File: src/rtl/id_pkg.sv
// Shared opcode, control-word and destination-select definitions for the ID stage.
// ctrl_t bit order: {RegDst, Jump, Branch, MemRead, MemtoReg, ALUop[1:0], MemWrite, ALUSrc, RegWrite}.
package id_pkg;

    localparam logic [5:0] OP_RTYPE = 6'h00;
    localparam logic [5:0] OP_LW    = 6'h23;
    localparam logic [5:0] OP_SW    = 6'h2B;
    localparam logic [5:0] OP_BEQ   = 6'h04;
    localparam logic [5:0] OP_ADDI  = 6'h08;
    localparam logic [5:0] OP_J     = 6'h02;

    localparam int unsigned CTRL_REGDST   = 9;
    localparam int unsigned CTRL_JUMP     = 8;
    localparam int unsigned CTRL_BRANCH   = 7;
    localparam int unsigned CTRL_MEMREAD  = 6;
    localparam int unsigned CTRL_MEMTOREG = 5;
    localparam int unsigned CTRL_ALUOP1   = 4;
    localparam int unsigned CTRL_ALUOP0   = 3;
    localparam int unsigned CTRL_MEMWRITE = 2;
    localparam int unsigned CTRL_ALUSRC   = 1;
    localparam int unsigned CTRL_REGWRITE = 0;

    typedef logic [9:0] ctrl_t;

    localparam ctrl_t CTRL_RTYPE_C = 10'b1_0_0_0_0_10_0_0_1;
    localparam ctrl_t CTRL_LW_C    = 10'b0_0_0_1_1_00_0_1_1;
    localparam ctrl_t CTRL_SW_C    = 10'b0_0_0_0_0_00_1_1_0;
    localparam ctrl_t CTRL_BEQ_C   = 10'b0_0_1_0_0_01_0_0_0;
    localparam ctrl_t CTRL_ADDI_C  = 10'b0_0_0_0_0_00_0_1_1;
    localparam ctrl_t CTRL_J_C     = 10'b0_1_0_0_0_00_0_0_0;

    typedef enum logic [1:0] {
        WregNone,
        WregRt,
        WregRd
    } wreg_sel_e;

endpackage

File: src/rtl/id_ctrl_decode.sv
// Combinational opcode decoder: control word, illegal flag, rt-usage and destination select.
module id_ctrl_decode
    import id_pkg::*;
(
    input  logic [5:0] opcode_i,
    output ctrl_t      ctrl_o,
    output logic       illegal_o,
    output logic       uses_rt_o,
    output wreg_sel_e  wreg_sel_o
);

    always_comb begin
        ctrl_o     = '0;
        illegal_o  = 1'b0;
        uses_rt_o  = 1'b0;
        wreg_sel_o = WregNone;
        case (opcode_i)
            OP_RTYPE: begin
                ctrl_o     = CTRL_RTYPE_C;
                uses_rt_o  = 1'b1;
                wreg_sel_o = WregRd;
            end
            OP_LW: begin
                ctrl_o     = CTRL_LW_C;
                wreg_sel_o = WregRt;
            end
            OP_SW: begin
                ctrl_o    = CTRL_SW_C;
                uses_rt_o = 1'b1;
            end
            OP_BEQ: begin
                ctrl_o    = CTRL_BEQ_C;
                uses_rt_o = 1'b1;
            end
            OP_ADDI: begin
                ctrl_o     = CTRL_ADDI_C;
                wreg_sel_o = WregRt;
            end
            OP_J: begin
                ctrl_o = CTRL_J_C;
            end
            default: begin
                illegal_o = 1'b1;
            end
        endcase
    end

endmodule

File: src/rtl/id_decode_pipe.sv
// MIPS-style decode stage with a valid/ready ID/EX register, flush and illegal-opcode flag.
// Define ID_HAZARD_EN to enable load-use stall detection; otherwise hazard is tied low.
module id_decode_pipe
    import id_pkg::*;
#(
    parameter int unsigned XLEN = 32,
    parameter int unsigned NREG = 32,
    localparam int unsigned RW  = $clog2(NREG)
) (
    input  logic            clk_i,
    input  logic            rst_ni,
    input  logic            if_valid_i,
    output logic            if_ready_o,
    input  logic [XLEN-1:0] if_pc_i,
    input  logic [31:0]     if_instr_i,
    input  logic            flush_i,
    output logic [RW-1:0]   rf_raddr1_o,
    output logic [RW-1:0]   rf_raddr2_o,
    input  logic [XLEN-1:0] rf_rdata1_i,
    input  logic [XLEN-1:0] rf_rdata2_i,
    output logic            ex_valid_o,
    input  logic            ex_ready_i,
    output logic [XLEN-1:0] ex_pc_o,
    output logic [XLEN-1:0] ex_rs_data_o,
    output logic [XLEN-1:0] ex_rt_data_o,
    output logic [XLEN-1:0] ex_imm_o,
    output logic [XLEN-1:0] ex_jtarget_o,
    output logic [RW-1:0]   ex_rs_o,
    output logic [RW-1:0]   ex_rt_o,
    output logic [RW-1:0]   ex_wreg_o,
    output logic [9:0]      ex_ctrl_o,
    output logic            ex_illegal_o
);

    logic [RW-1:0] rs, rt, rd;
    ctrl_t         dec_ctrl;
    logic          dec_illegal;
    logic          uses_rt;
    wreg_sel_e     wreg_sel;
    logic          hazard;
    logic          adv;
    logic          load;

    logic            ex_valid_q, ex_valid_d;
    logic [XLEN-1:0] ex_pc_q, ex_rs_data_q, ex_rt_data_q, ex_imm_q, ex_jtarget_q;
    logic [XLEN-1:0] ex_imm_d, ex_jtarget_d;
    logic [RW-1:0]   ex_rs_q, ex_rt_q, ex_wreg_q, ex_wreg_d;
    ctrl_t           ex_ctrl_q, ex_ctrl_d;
    logic            ex_illegal_q;

    assign rs = if_instr_i[21 +: RW];
    assign rt = if_instr_i[16 +: RW];
    assign rd = if_instr_i[11 +: RW];

    assign rf_raddr1_o = rs;
    assign rf_raddr2_o = rt;

    id_ctrl_decode u_ctrl_decode (
        .opcode_i   (if_instr_i[31:26]),
        .ctrl_o     (dec_ctrl),
        .illegal_o  (dec_illegal),
        .uses_rt_o  (uses_rt),
        .wreg_sel_o (wreg_sel)
    );

    always_comb begin
        ex_wreg_d = '0;
        case (wreg_sel)
            WregRd:  ex_wreg_d = rd;
            WregRt:  ex_wreg_d = rt;
            default: ex_wreg_d = '0;
        endcase
        // Writes to $0 are architecturally discarded; suppressing RegWrite keeps EX/WB simple.
        ex_ctrl_d                = dec_ctrl;
        ex_ctrl_d[CTRL_REGWRITE] = dec_ctrl[CTRL_REGWRITE] & (ex_wreg_d != '0);
        ex_imm_d                 = {{(XLEN-16){if_instr_i[15]}}, if_instr_i[15:0]};
        ex_jtarget_d             = {if_pc_i[XLEN-1:28], if_instr_i[25:0], 2'b00};
    end

`ifdef ID_HAZARD_EN
    assign hazard = ex_valid_q & ex_ctrl_q[CTRL_MEMREAD] & (ex_wreg_q != '0) &
                    ((ex_wreg_q == rs) | (uses_rt & (ex_wreg_q == rt)));
`else
    logic unused_uses_rt;
    assign unused_uses_rt = uses_rt;
    assign hazard         = 1'b0;
`endif

    assign adv        = ~ex_valid_q | ex_ready_i;
    assign if_ready_o = flush_i | (adv & ~hazard);
    assign load       = ~flush_i & adv & if_valid_i & ~hazard;

    always_comb begin
        ex_valid_d = ex_valid_q;
        if (flush_i) begin
            ex_valid_d = 1'b0;
        end else if (adv) begin
            ex_valid_d = if_valid_i & ~hazard;
        end
    end

    always_ff @(posedge clk_i or negedge rst_ni) begin
        if (!rst_ni) begin
            ex_valid_q   <= 1'b0;
            ex_pc_q      <= '0;
            ex_rs_data_q <= '0;
            ex_rt_data_q <= '0;
            ex_imm_q     <= '0;
            ex_jtarget_q <= '0;
            ex_rs_q      <= '0;
            ex_rt_q      <= '0;
            ex_wreg_q    <= '0;
            ex_ctrl_q    <= '0;
            ex_illegal_q <= 1'b0;
        end else begin
            ex_valid_q <= ex_valid_d;
            if (load) begin
                ex_pc_q      <= if_pc_i;
                ex_rs_data_q <= rf_rdata1_i;
                ex_rt_data_q <= rf_rdata2_i;
                ex_imm_q     <= ex_imm_d;
                ex_jtarget_q <= ex_jtarget_d;
                ex_rs_q      <= rs;
                ex_rt_q      <= rt;
                ex_wreg_q    <= ex_wreg_d;
                ex_ctrl_q    <= ex_ctrl_d;
                ex_illegal_q <= dec_illegal;
            end
        end
    end

    assign ex_valid_o   = ex_valid_q;
    assign ex_pc_o      = ex_pc_q;
    assign ex_rs_data_o = ex_rs_data_q;
    assign ex_rt_data_o = ex_rt_data_q;
    assign ex_imm_o     = ex_imm_q;
    assign ex_jtarget_o = ex_jtarget_q;
    assign ex_rs_o      = ex_rs_q;
    assign ex_rt_o      = ex_rt_q;
    assign ex_wreg_o    = ex_wreg_q;
    assign ex_ctrl_o    = ex_ctrl_q;
    assign ex_illegal_o = ex_illegal_q;

endmodule

File: config.mk
export PLATFORM = sky130hd
export DESIGN_NAME = id_decode_pipe
export DESIGN_NICKNAME = d
export VERILOG_FILES = /design/src/rtl/id_pkg.sv /design/src/rtl/id_ctrl_decode.sv /design/src/rtl/id_decode_pipe.sv
export SDC_FILE = /design/constraint.sdc
export NUM_CORES = 1
export LEC_CHECK = 0
export ABC_CLOCK_PERIOD_IN_PS = 2190
export CAP_MARGIN = 20
export CORE_MARGIN = 5
export CORE_UTILIZATION = 40
export CTS_CLUSTER_SIZE = 25
export DETAILED_ROUTE_END_ITERATION = 7
export PLACE_DENSITY_LB_ADDON = 0.25
export SYNTH_ARGS = -nofsm -noshare
export SYNTH_HDL_FRONTEND = slang
export SYNTH_SLANG_ARGS = --single-unit
export TNS_END_PERCENT = 10
File: constraint.sdc
create_clock -name clk_i -period 2.19 [get_ports clk_i]
set_input_delay 0.219 -clock clk_i [delete_from_list [all_inputs] [get_ports clk_i]]
set_output_delay 0.219 -clock clk_i [all_outputs]
set_load 0.03 [all_outputs]
Word level (Yosys, flattened, before mapping)
Cells that the tools add are included.
- eq/ne operators: 7
- muxes and demuxes: 6
- bitwise operators: 7
- reductions and logical operators: 5
- operator list (cell ; number):
    one-hot mux 10 bit (6 select lines) ; 1
    equality test 6 bit (second input constant) ; 2
    one-hot mux 5 bit (2 select lines) ; 1
    equality test 6 x 2 -> 1 bit (second input constant) ; 1
    equality test 6 x 3 -> 1 bit (second input constant) ; 1
    equality test 6 x 4 -> 1 bit (second input constant) ; 1
    zero test 6 bit ; 1
    OR reduction 6 bit ; 1
    nonzero test 5 bit ; 1
    one-hot mux 2 bit (2 select lines) ; 1
    AND 1 bit ; 3
    2-to-1 mux 1 bit ; 3
    equality test 2 x 1 -> 1 bit (second input constant) ; 1
    equality test 2 bit (second input constant) ; 1
    NOT 1 bit ; 2
    OR 1 bit ; 2
    nonzero test 2 bit ; 1
    OR reduction 2 bit ; 1
- bits in registers: 169
- input bits: 133
- output and inout port bits: 198

Depth between registers and ports, before layout
Gate-level depths: netlist of run 1.
- depth in word-level cells: 7
- depth in mapped cells: 9
- gate-level depth less buffers: 9

Cells and area by module
From an unflattened synthesis of run 1, not the netlist that was laid out.
- cell total of the unflattened synthesis: 684
- area, all modules: 5998.3 um^2
- modules (own cells, without submodules) (module ; times used ; cells an instance ; area each (um^2) ; sequential area each (um^2)):
    id_decode_pipe ; 1 ; 655 ; 5809.3 ; 3478.3
    id_ctrl_decode ; 1 ; 29 ; 188.9 ; 0.0

Worst setup path after synthesis of run 1
No wires, ideal clock.
- kind: input port to flip-flop
- start: input port if_instr_i[31]
- end: register ex_ctrl_q[0], in the netlist ex_ctrl_o[0]
- arrival time: 1.682 ns
- path slack: 0.378 ns
- stages on the path: 8
- path through: or4b_4 > a21oi_4 > inv_1 > ha_1 > a22oi_1 > a31oi_1 > o22ai_1 > o21ai_2
- word-level cells in the longest chain between the ends: 7
- elaborated cells on any way between the ends: 14
- classes of those cells: eq/ne (7); mux (3); bitwise (1); reduce/logical (3)
- ends and longest elaborated chain (what ; line ; RTL):
    from (decl) ; id_decode_pipe.sv:15 ; input logic [31:0] if_instr_i,
    equality test 6 bit / equality test 6 x 4 -> 1 bit (equally long branches) ; id_ctrl_decode.sv:17 ; case (opcode_i)
    OR reduction 2 bit (no line) ; - ;
    one-hot mux 2 bit (2 select lines) ; id_ctrl_decode.sv:17 ;
    equality test 2 x 1 -> 1 bit / equality test 2 bit (equally long branches) ; id_decode_pipe.sv:68 ; case (wreg_sel)
    one-hot mux 5 bit (2 select lines) ; id_decode_pipe.sv:68 ;
    nonzero test 5 bit ; id_decode_pipe.sv:75 ; ex_ctrl_d[CTRL_REGWRITE] = dec_ctrl[CTRL_REGWRITE] & (ex_wreg_d != '0);
    AND 1 bit * ; id_decode_pipe.sv:75 ;
    to (signal assigned) ; id_decode_pipe.sv:126 ; ex_ctrl_q <= ex_ctrl_d;
    to (decl) ; id_decode_pipe.sv:48 ; ctrl_t ex_ctrl_q, ex_ctrl_d;
Every way passes the cells marked *; elsewhere a longest branch is shown, timed or not.
A chain may end at the register's enable or synchronous reset.

==> results.cfg, run 1 <==
[status]
status = finished clean

[detailed_routing]
drt-pass1-iter-count = 6
drt-vias-per-instance = 4.54
ant_nets = 0
initialDrtViolationCount = 273
vias = 5113
wl_per_cell_microns = 16.1
routed_wirelength_microns = 18200
drc = 0

[global_routing]
grt_util_all_layers_pct = 21.4
grt_pass1_wl_microns = 27600
grt_start_max_net_pins = 58
grt_pass1_vias = 5139
antenna_found_initial = 0
gr-total-overflow = 0

[cells_and_area]
area_delta_synth_final_pct = 66.7
nNetsFinal = 1068
layout_common_cells = nand2_1, clkdlybuf4s50_1, dfrtp_1, buf_4, clkbuf_16
fin_util_pct = 68.5
final_common_cell = nand2_1
instances_no_fill = 1126
antenna_cells = 0
drive_gt1_share_pct = 6.87
stdcell_area_sq_um = 9580

[setup_path]
cp.arrival_ns = 1.86
cp_cell_sequence = clkdlybuf4s50_1
startpoint = ex_jtarget_o[17]
end_kind = output port
required_ns = 1.97
crit_slowest_cell = clkdlybuf4s50_1
reg2reg_from = ex_valid_o
timing_worst_setup_path_type = reg -> out
crit_family = buffers and inverters
max_stage_delay_ns = 0.78
cp_num_buf_inv = 1
crit_fanout = 19
cp-start-kind = flop

[floorplanning]
fp.dieH_microns = 130
core_sq_um = 14000
die-area_sq_um = 16900
start_util_pct = 41.1
die-width_microns = 130
ioPinCount = 331
num_rows = 43

[pwr]
p_leak_uw = 0.00458
vdd_drop_max_uv = 469
p_per_area_nw_per_um2 = 916

[synth]
yosysWarnings = 0
seq_area_frac_synth_pct = 59.2
syn_inst = 651
ys_types = 28
synth.top_cell.area_share_pct = 59.2
synth_area_leader_cell = dfrtp_1
synth.area.top_cells = dfrtp_1, nand2_1, buf_4
synth-seq-cells = 136
syn-cell-area_sq_um = 5750
avgSynthCellArea_sq_um = 8.83

[worst_hold_path]
hold_start = rf_rdata1_i[4]
hold_class = in -> reg

[timing]
fmax_mhz = 480
setup_viol = 0
holdWs_ns = 0.328
rsz0062_at_grt = false
worst_pin_slew_ns = 0.545
max_slew_margin_pct = 63.7
hold_viol_final = 0
fin_skew_ns = 0.00632
timing.final.crit_share_pct = 95.1
fin_crit_ns = 2.08
finalSetupTns_ns = 0
slew_viol_final = 0

[clocking]
cts_made_buffers = 17
cts_root_buffer = clkbuf_16
cts_sinks = 136
clk_latency_ns = 0.41
cts.clk_slew.worst_paths_ns = 0.06
cts_buffer_depth = 2
cts_tree = done
cts-resized-gates = 0
h-tree-depth = 4

[run]
drv_cap = 0

[placement]
hpwl_microns = 13600
placed_cell_area_sq_um = 8950
gp_congestion = 0.812
place_inst = 1093
portBuffers = 328
## registers in the layout, summed over array words and instances (netlist names)
register	flops
ex_ctrl_o	7
ex_illegal_o	1
ex_imm_o	15
ex_jtarget_o	3
ex_pc_o	32
ex_rs_data_o	32
ex_rs_o	4
ex_rt_data_o	32
ex_rt_o	4
ex_valid_o	1
ex_wreg_o	5
## synth_stat cells
| cell | n |
|---|---|
| a21oi_1 | 2 |
| a21oi_4 | 1 |
| a22oi_1 | 5 |
| a31oi_1 | 2 |
| buf_2 | 16 |
| buf_4 | 61 |
| clkbuf_1 | 15 |
| conb_1 | 1 |
| dfrtp_1 | 136 |
| ha_1 | 2 |
| inv_1 | 2 |
| mux2_1 | 1 |
| nand2_1 | 381 |
| nand2b_1 | 3 |
| nand2b_2 | 1 |
| nand3_1 | 2 |
| nand4b_1 | 1 |
| nor2b_1 | 1 |
| nor3_2 | 1 |
| o21ai_1 | 1 |
| o21ai_2 | 1 |
| o22ai_1 | 1 |
| o31ai_1 | 8 |
| o41ai_1 | 1 |
| or2_2 | 2 |
| or3_1 | 1 |
| or4b_1 | 1 |
| or4b_4 | 1 |
## through the flow
stage / worst slack, ns / power [uW]
final: 0.108 / 8780
after global routing: 0.0120 / 9170
after floorplan: 0.378 / 4640
after detailed placement: -0.158 / 5920
after global placement: -0.145 / 5900
after CTS: 0.0666 / 8880
## power breakdown
part           switching, uW  internal, uW
clock network           1030          1890
registers                216          2860
logic                   1600          1180
total                   2850          5930
## final cells by class
class | count | area (sq um)
clock buffers | 26 | 529
clock inverters | 6 | 85.1
fillers | 1116 | 4410
inverters | 2 | 7.51
multi-input cells | 422 | 1760
flip-flops and latches | 136 | 3400
well taps | 180 | 225
repair buffers | 354 | 3570
## cells by family (layout without fill, tap and decap cells)
kind of cell | Yosys count | count (layout) | synth area share, %
flops | 136 | 136 | 59.2
other cells | 1 | 2 | 0.0653
buf+inv | 94 | 388 | 10.5
fa+ha+maj | 2 | 2 | 0.435
simple gates | 395 | 395 | 26.7
compound gates | 22 | 22 | 2.87
mux | 1 | 1 | 0.196
## worst paths after layout
| kind | endpoint | slack [ns] | depth (start not counted) |
|---|---|---|---|
| worst min-delay path | ex_rs_data_o[4] | 0.33 | 3 |
| worst max register to register | ex_pc_o[27] | 0.67 | 5 |
| worst max-delay path | ex_imm_o[28] | 0.11 | 1 |
| worst min register to register | ex_rs_data_o[10] | 0.47 | 2 |
| min in group asynchronous | ex_rs_data_o[24] | 0.36 | 2 |
| max in group asynchronous | ex_pc_o[24] | 1.16 | 3 |
## routing by layer
| layer | global-route usage (%) | vias to the layer above | share of wire, % |
|---|---|---|---|
| met5 | 0 | - | 0 |
| met3 | 9.66 | 21 | 12 |
| li1 | - | 2504 | - |
| met1 | 24.2 | 2357 | 37 |
| met2 | 35.7 | 231 | 49 |
| met4 | 7.64 | 0 | 2.0 |
## what timing repair did
action                                  in CTS  in global routing
endpoints found under the setup margin       0                  0
hold buffers                                 1                  0
endpoints found under the hold margin       55                  0
buffers inserted                             0                  0
No activity file was read; power rests on OpenSTA's default activity.
==> inputs of run 2 (changes only) <==
Settings changed: ABC_AREA set to 1, ABC_CLOCK_PERIOD_IN_PS 2190 to 2500.
Clock period 2.19 ns to 2.5 ns, I/O delays scaled along.
==> run 2 against run 1 <==
Against the previous run:
- largest cell class unchanged
- final cell count up 2.0%
- flip-flop and latch count unchanged
- clock power down 18%
- sequential power down 13%
- via count up 0.18%
- core utilization down 3.3 points
- highest routed layer unchanged
- wire length down 1.1%
- critical path type unchanged
- cell area down 1.9%
==> results.cfg, run 2 <==
[status]
status = finished clean

[detailed_routing]
initialDrtViolationCount = 295
drt-vias-per-instance = 4.46
drt-pass1-iter-count = 5
wl_per_cell_microns = 15.7
vias = 5122
drc = 0
routed_wirelength_microns = 18000
ant_nets = 0

[synth]
syn_inst = 686
ys.flop_type = dfrtp_1
synth_area_leader_cell = dfrtp_1
synth_edf_count = 0
yosys.cell_count.top_type = nand2_1
synth.top_cell.area_share_pct = 58.3
synth-seq-cells = 136
seq_area_frac_synth_pct = 58.3
yosys-top-cells-count = nand2_1, dfrtp_1, buf_4
avgSynthCellArea_sq_um = 8.52
ys_types = 17
synth.area.top_cells = dfrtp_1, nand2_1, buf_4
syn-cell-area_sq_um = 5840
async_flop_share_pct = 100
yosysWarnings = 0

[timing]
setup_ws_ns = 0.388
slew_viol_final = 0
hold_viol_final = 0
fin_crit_ns = 2.11
max_slew_margin_pct = 55.7
fmax_mhz = 474
timing.final.crit_share_pct = 84.5
rsz0062_at_grt = false
setup_viol = 0
finalSetupTns_ns = 0
worst_pin_slew_ns = 0.664
fin_skew_ns = 0.00760

[clocking]
cts_buffer_depth = 2
cts_sinks = 136
cts_tree = done
cts.clk_slew.worst_paths_ns = 0.06
cts_root_buffer = clkbuf_16
h-tree-depth = 4
clk_latency_ns = 0.41
cts-resized-gates = 0
cts_made_buffers = 17

[cells_and_area]
nNetsFinal = 1089
area_delta_synth_final_pct = 60.9
layout_common_cells = nand2_1, clkdlybuf4s50_1, dfrtp_1, clkbuf_16, inv_1
antenna_cells = 0
drive_gt1_share_pct = 4.46
final_common_cell = nand2_1
nFillCells = 1201

[setup_path]
crit_fanout = 19
crit_slowest_cell = clkdlybuf4s50_1
reg2reg_from = ex_valid_o
reg2regPathDepth = 7
cp.arrival_ns = 1.86
cp_cell_sequence = clkdlybuf4s50_1
cp-start-kind = flop
r2r_setup_slack_ns = 0.94
max_stage_delay_ns = 0.79
required_ns = 2.25
end_kind = output port
cp_num_buf_inv = 1
timing_worst_setup_path_type = reg -> out
timing.rr.end = ex_pc_o[29]
crit_family = buffers and inverters
setup.worst_path.end = ex_imm_o[17]
startpoint = ex_jtarget_o[17]
cp.depth = 1

[floorplanning]
core_sq_um = 14400
die-area_sq_um = 17100
die-width_microns = 131
num_rows = 44
fp.dieH_microns = 131
start_util_pct = 40.5
ioPinCount = 331

[global_routing]
grt_pass1_vias = 5058
grt_util_all_layers_pct = 20.6
gr-total-overflow = 0
antenna_found_initial = 0
grt_start_max_net_pins = 146
grt_pass1_wl_microns = 27000

[placement]
hpwl_microns = 13400
dpl_worst_slack_ns = 0.415
portBuffers = 328
gp_congestion = 0.853

[pwr]
vdd_drop_max_uv = 438
p_per_area_nw_per_um2 = 790
p_leak_uw = 0.00460
total_power_uw = 7430

[run]
drv_cap = 0

[worst_hold_path]
hold_class = in -> async
run 2: through the flow:
stage	utilization (%)	instances	instance area (sq um)	hold slack, ns
after floorplan	-	687	5850	-0.0456
after global placement	61.2	1118	8830	0.184
after detailed placement	61.2	1118	8830	0.186
after CTS	65.2	1148	9400	0.309
after global routing	65.2	1148	9400	0.351
final	65.2	1148	9400	0.303
run 2: cell type report:
| cell class | count | area (sq um) | share of cell area [%] |
|---|---|---|---|
| clock buffers | 20 | 457 | 4.86 |
| flip-flops and latches | 136 | 3400 | 36.2 |
| multi-input cells | 447 | 1740 | 18.5 |
| clock inverters | 9 | 103 | 1.09 |
| inverters | 14 | 55.1 | 0.586 |
| repair buffers | 338 | 3410 | 36.3 |
| well taps | 184 | 230 | 2.45 |
run 2: kinds of logic (layout without fill, tap and decap cells):
logic type,after synthesis,in the layout,synth area share (%)
buffers and inverters,104,381,12.2
adder cells (fa/ha/maj),2,2,0.428
AND/OR/NAND/NOR,432,432,28.1
flip-flops,136,136,58.3
other,1,2,0.0642
AO/OA/AOI/OAI,11,11,0.942
run 2: layer usage:
| layer | GRT usage, % | routed length [microns] | up-vias |
|---|---|---|---|
| met5 | 0 | 0 | - |
| met4 | 6.47 | 249 | 0 |
| met3 | 9.72 | 2250 | 19 |
| met2 | 33.5 | 8740 | 213 |
| met1 | 24.3 | 6750 | 2353 |
| li1 | - | - | 2537 |
run 2: where the power goes:
| part | internal, uW | total (uW) | switching [uW] |
|---|---|---|---|
| Combinational | 1000 | 2360 | 1360 |
| Sequential | 2490 | 2680 | 189 |
| Clock | 1490 | 2380 | 883 |
| Total | 4990 | 7430 | 2430 |
run 2: what timing repair did:
item | 4_1_cts | 5_1_grt
endpoints found under the hold margin | 36 | 0
buffers inserted | 0 | 0
hold buffers | 1 | 0
endpoints found under the setup margin | 0 | 0
run 2: how the worst min path moves through the flow:
stage	slack, ns	cells past startpoint	endpoint	start
finish	0.30	2	ex_rs_data_o[9]	rst_ni
global route	0.35	2	ex_rs_data_o[16]	rst_ni
CTS	0.31	2	ex_rs_data_o[10]	rst_ni
detailed placement	0.19	1	ex_rs_data_o[9]	rst_ni
global placement	0.18	1	ex_rs_data_o[9]	rst_ni
floorplan	-0.05	0	ex_ctrl_o[0]	rst_ni
run 2: worst reg2reg max path, delay by kind of cell, from the launching register on:
| kind | cells | cell delay (ns) |
|---|---|---|
| flip-flops | 1 | 0.35 |
| buffers and inverters | 2 | 0.48 |
| AND/OR/NAND/NOR | 5 | 0.65 |
==> inputs of run 3 (changes only) <==
Settings changed: ABC_CLOCK_PERIOD_IN_PS 2500 to 2200, CORE_UTILIZATION 40 to 39.
Clock period 2.5 ns to 2.2 ns, I/O delays scaled along.
==> run 3 against run 2 <==
Against the previous run:
- via count increased by 0.18%
- wire length decreased by 0.59%
- sequential share of layout area decreased by 0.36 points
- critical path type unchanged
- register-to-register slack got worse by 0.19 ns
- core utilization decreased by 0.086 points
- critical path depth unchanged
- flip-flop and latch count unchanged
- combinational power increased by 14%
- worst hold slack improved by 0.034 ns
- first-iteration DRC count decreased by 33%
- global-route usage decreased by 0.53 points
==> results.cfg, run 3 (same netlist as run 2, synthesis figures left out) <==
[timing]
max_slew_margin_pct = 63.5
timing.final.crit_share_pct = 94.6
setup_viol = 0
rsz0062_at_grt = false
hold_viol_final = 0
slew_viol_final = 0
finalSetupTns_ns = 0
fmax_mhz = 480
fin_skew_ns = 0.00535
fin_crit_ns = 2.08
worst_pin_slew_ns = 0.547

[clocking]
cts_made_buffers = 17
cts_tree = done
h-tree-depth = 4
cts_buffer_depth = 2
clk_latency_ns = 0.41
cts.clk_slew.worst_paths_ns = 0.06
cts_root_buffer = clkbuf_16
cts_sinks = 136

[detailed_routing]
vias = 5131
ant_nets = 0
drt-pass1-iter-count = 4
wl_per_cell_microns = 15.5
drc = 0
initialDrtViolationCount = 197
routed_wirelength_microns = 17900
drt-vias-per-instance = 4.46

[pwr]
switching_power_uw = 2790
sw_frac_of_total_pct = 32.2
combPwrFrac_pct = 31.0
p_clk_share_pct = 33.9
p_int_uw = 5890
power_frac_seq_pct = 35.1
p_leak_uw = 0.00464
vdd_drop_max_uv = 498
p_per_area_nw_per_um2 = 915

[setup_path]
end_kind = output port
max_stage_delay_ns = 0.78
crit_slowest_cell = clkdlybuf4s50_1
cp_cell_sequence = clkdlybuf4s50_1
required_ns = 1.98
timing_worst_setup_path_type = reg -> out
reg2regPathDepth = 8
crit_fanout = 19
cp-start-kind = flop
cp.arrival_ns = 1.86
cp.depth = 1
crit_family = buffers and inverters
cp_num_buf_inv = 1

[cells_and_area]
nFillCells = 1204
layout_common_cells = nand2_1, clkdlybuf4s50_1, dfrtp_1, clkbuf_16, inv_1
antenna_cells = 0
drive_gt1_share_pct = 4.55
final_common_cell = nand2_1
nNetsFinal = 1088
fin_util_pct = 65.1
area_delta_synth_final_pct = 62.5

[worst_hold_path]
whs_path_depth = 3
hold_class = in -> reg

[global_routing]
gr-total-overflow = 0
grt_pass1_wl_microns = 27800
antenna_found_initial = 0
grt_util_all_layers_pct = 20.1
grt_pass1_vias = 5027
grt_start_max_net_pins = 76

[placement]
hpwl_microns = 13300
gp_congestion = 0.826
portBuffers = 328

[floorplanning]
num_rows = 44
die-area_sq_um = 17500
fp.dieH_microns = 132
ioPinCount = 331
start_util_pct = 40.0
core_sq_um = 14600
die-width_microns = 132

[run]
drv_cap = 0

[status]
status = finished clean
run 3: cell types whose count changed in the layout (fill, tap and decap cells not counted), sizes merged:
cell / delta
clkbuf: +7
clkinv: -2
clkinvlp: -2
buf: -1
run 3: through the flow:
stage | instance area [sq um] | setup WS, ns | hold slack, ns | total power, uW | instances
floorplan | 5850 | 0.701 | -0.0756 | 4590 | 687
global placement | 8860 | 0.150 | 0.236 | 5790 | 1117
detailed placement | 8860 | 0.0826 | 0.234 | 5810 | 1117
CTS | 9490 | 0.0690 | 0.312 | 8790 | 1150
global route | 9490 | 0.0117 | 0.322 | 9060 | 1150
finish | 9490 | 0.119 | 0.337 | 8690 | 1150
run 3: power by group through the flow:
stage / clock network, uW / logic (uW) / registers [uW]
after floorplan: 0 / 858 / 3740
after global placement: 0 / 2710 / 3080
after detailed placement: 0 / 2730 / 3080
after CTS: 3000 / 2740 / 3050
after global routing: 3110 / 2860 / 3100
final: 2940 / 2700 / 3050
run 3: final timing paths:
kind,startpoint,end,slack [ns]
hold reg to reg,ex_rt_data_o[27],ex_rt_data_o[27],0.48
setup reg to reg,ex_valid_o,ex_rs_data_o[5],0.75
max in group asynchronous,rst_ni,ex_rs_data_o[15],1.22
setup / recovery,ex_jtarget_o[17],ex_imm_o[28],0.12
hold / removal,rf_rdata1_i[21],ex_rs_data_o[21],0.34
min in group asynchronous,rst_ni,ex_rs_data_o[11],0.35
run 3: repair_timing:
action                                  CTS  global route
endpoints found under the hold margin    54             0
endpoints found under the setup margin    0             0
gates resized for setup                   0             0
setup buffers                             0             0
hold buffers                              1             0
run 3: area by class of cell:
class,count,area [sq um],area share [%]
clock inverters,5,81.3,0.857
well taps,184,230,2.43
flip-flops and latches,136,3400,35.9
multi-input cells,447,1740,18.3
repair buffers,337,3440,36.3
clock buffers,27,543,5.72
inverters,14,55.1,0.580
run 3: layer usage:
layer	GRT usage [%]	wire, microns	vias to the layer above
li1	-	-	2537
met1	24.7	7270	2332
met4	7.01	353	0
met2	32.0	8470	238
met5	0	0	-
met3	8.13	1790	24
==> variant (config.mk and constraints of run 1) <==
The option `ID_HAZARD_EN` is turned on by a define.
--- a/src/rtl/id_decode_pipe.sv
+++ b/src/rtl/id_decode_pipe.sv
@@ -2,2 +2,4 @@
 // Define ID_HAZARD_EN to enable load-use stall detection; otherwise hazard is tied low.
+`define ID_HAZARD_EN
+
 module id_decode_pipe
Formal check against the unedited RTL: not equivalent (Yosys sat finds a counterexample within 4 cycles, from zero or initial values and one cycle with rst_ni low).
==> variant against run 1 <==
- the flow now finishes with violations (negative setup slack)
- non-clock buffer count is 25 higher
- worst setup slack worse by 0.29 ns
- register-to-register slack worse by 0.86 ns
- utilization is 0.11 points lower
- hold slack worse by 0.078 ns
- global-route usage is 1.6 points lower
- area after synthesis is 7.7% higher
- die area is 7.1% higher
- final area is 8.5% higher
- wire length is 3.9% higher
- sequential cell count stayed put
- clock power is 2% higher
- critical path depth is 6 higher
- total power is 8.6% higher
- critical path type is now reg2reg
- largest power group is now combinational logic
==> variant: results <==
export IMPL_whs_ns=0.250
export IMPL_critical_path_class="reg2reg"
export IMPL_r2r_start="ex_wreg_o[1]$_DFFE_PN0P_"
export IMPL_setup_viol=135
export IMPL_preCtsSetupSlack_ns=-0.324
export IMPL_firstDrtPassIters=4
export IMPL_yosys_top_cells_count="136 x dfrtp_1, 85 x mux2_2, 69 x buf_4, 49 x mux2_4, 13 x nor2_1"
export IMPL_clkCellAreaFrac_pct=5.93
export IMPL_synth_seq_area_share_pct=55.0
export IMPL_regToRegEndpoint="ex_ctrl_o[0]$_DFFE_PN0P_"
export IMPL_fin_skew_ns=0.00675
export IMPL_buffer_area_share_pct=37.0
export IMPL_p_per_area_mw_per_mm2=917
export IMPL_grt_pass1_vias=4863
export IMPL_run_status="complete, but fails checks"
export IMPL_p_leak_nw=4.49
export IMPL_fin_nets=870
export IMPL_num_nonclk_buffers=379
export IMPL_nClkBuffers=25
export IMPL_worst_slack_ns=-0.187
export IMPL_sh_seq_area_pct=32.8
export IMPL_grt_pass1_wl_um=27300
export IMPL_via_count=4477
export IMPL_synth_distinct_cells=36
export IMPL_violations="negative setup slack"
export IMPL_n_fill_cell=1030
export IMPL_drt_total_wl_um=18900
export IMPL_drive_above_1_share_pct=29.8
export IMPL_post_dp_cell_area_sq_mm=0.00940
export IMPL_multi_input_area_share_pct=22.0
export IMPL_synthTopCellsByArea="dfrtp_1 55%, mux2_2 15%, mux2_4 12%, buf_4 8.4%, buf_12 1.9%"
export IMPL_worst_path_max_fanout=8
export IMPL_arrival_ns=2.66
export IMPL_dp_hpwl_um=13800
export IMPL_crit_path_max_incr_delay_ns=0.41
export IMPL_setup_tns_ns=-18.51
export IMPL_synth_cells=413
export IMPL_cp_slowest_cell="o311a_1"
export IMPL_postSynthAreaPerCell_sq_um=15.0
## variant: cell count changes after synthesis, moves of 13 or more
cell,before,now
mux2_2,0,85
buf_2,16,0
nor2_1,0,13
mux2_4,0,49
clkbuf_1,15,1
nand2_1,381,4
## variant: per-layer routing
layer | vias to the layer above | global-route usage (%) | wire length, um
met1 | 2217 | 20.8 | 6880
li1 | 2020 | - | -
met5 | - | 0 | 0
met2 | 214 | 35.7 | 9970
met3 | 26 | 7.46 | 1590
met4 | 0 | 7.35 | 447
## variant: cell families after synthesis
kind of cell             Yosys count  share of synthesized area [%]
AND/OR/NAND/NOR                   34                           3.05
XOR/XNOR                          10                           1.42
other                              1                         0.0606
flip-flops                       136                           55.0
multiplexers                     134                           27.4
adder cells (fa/ha/maj)            3                          0.566
buffers and inverters             79                           10.7
AO/OA/AOI/OAI                     16                           1.90
## variant: power breakdown
group          internal, mW  total (mW)  switching, mW
Combinational          1.66        3.39           1.73
Sequential             2.91        3.17          0.259
Clock                  1.97        2.98           1.01
Total                  6.54        9.53           2.99
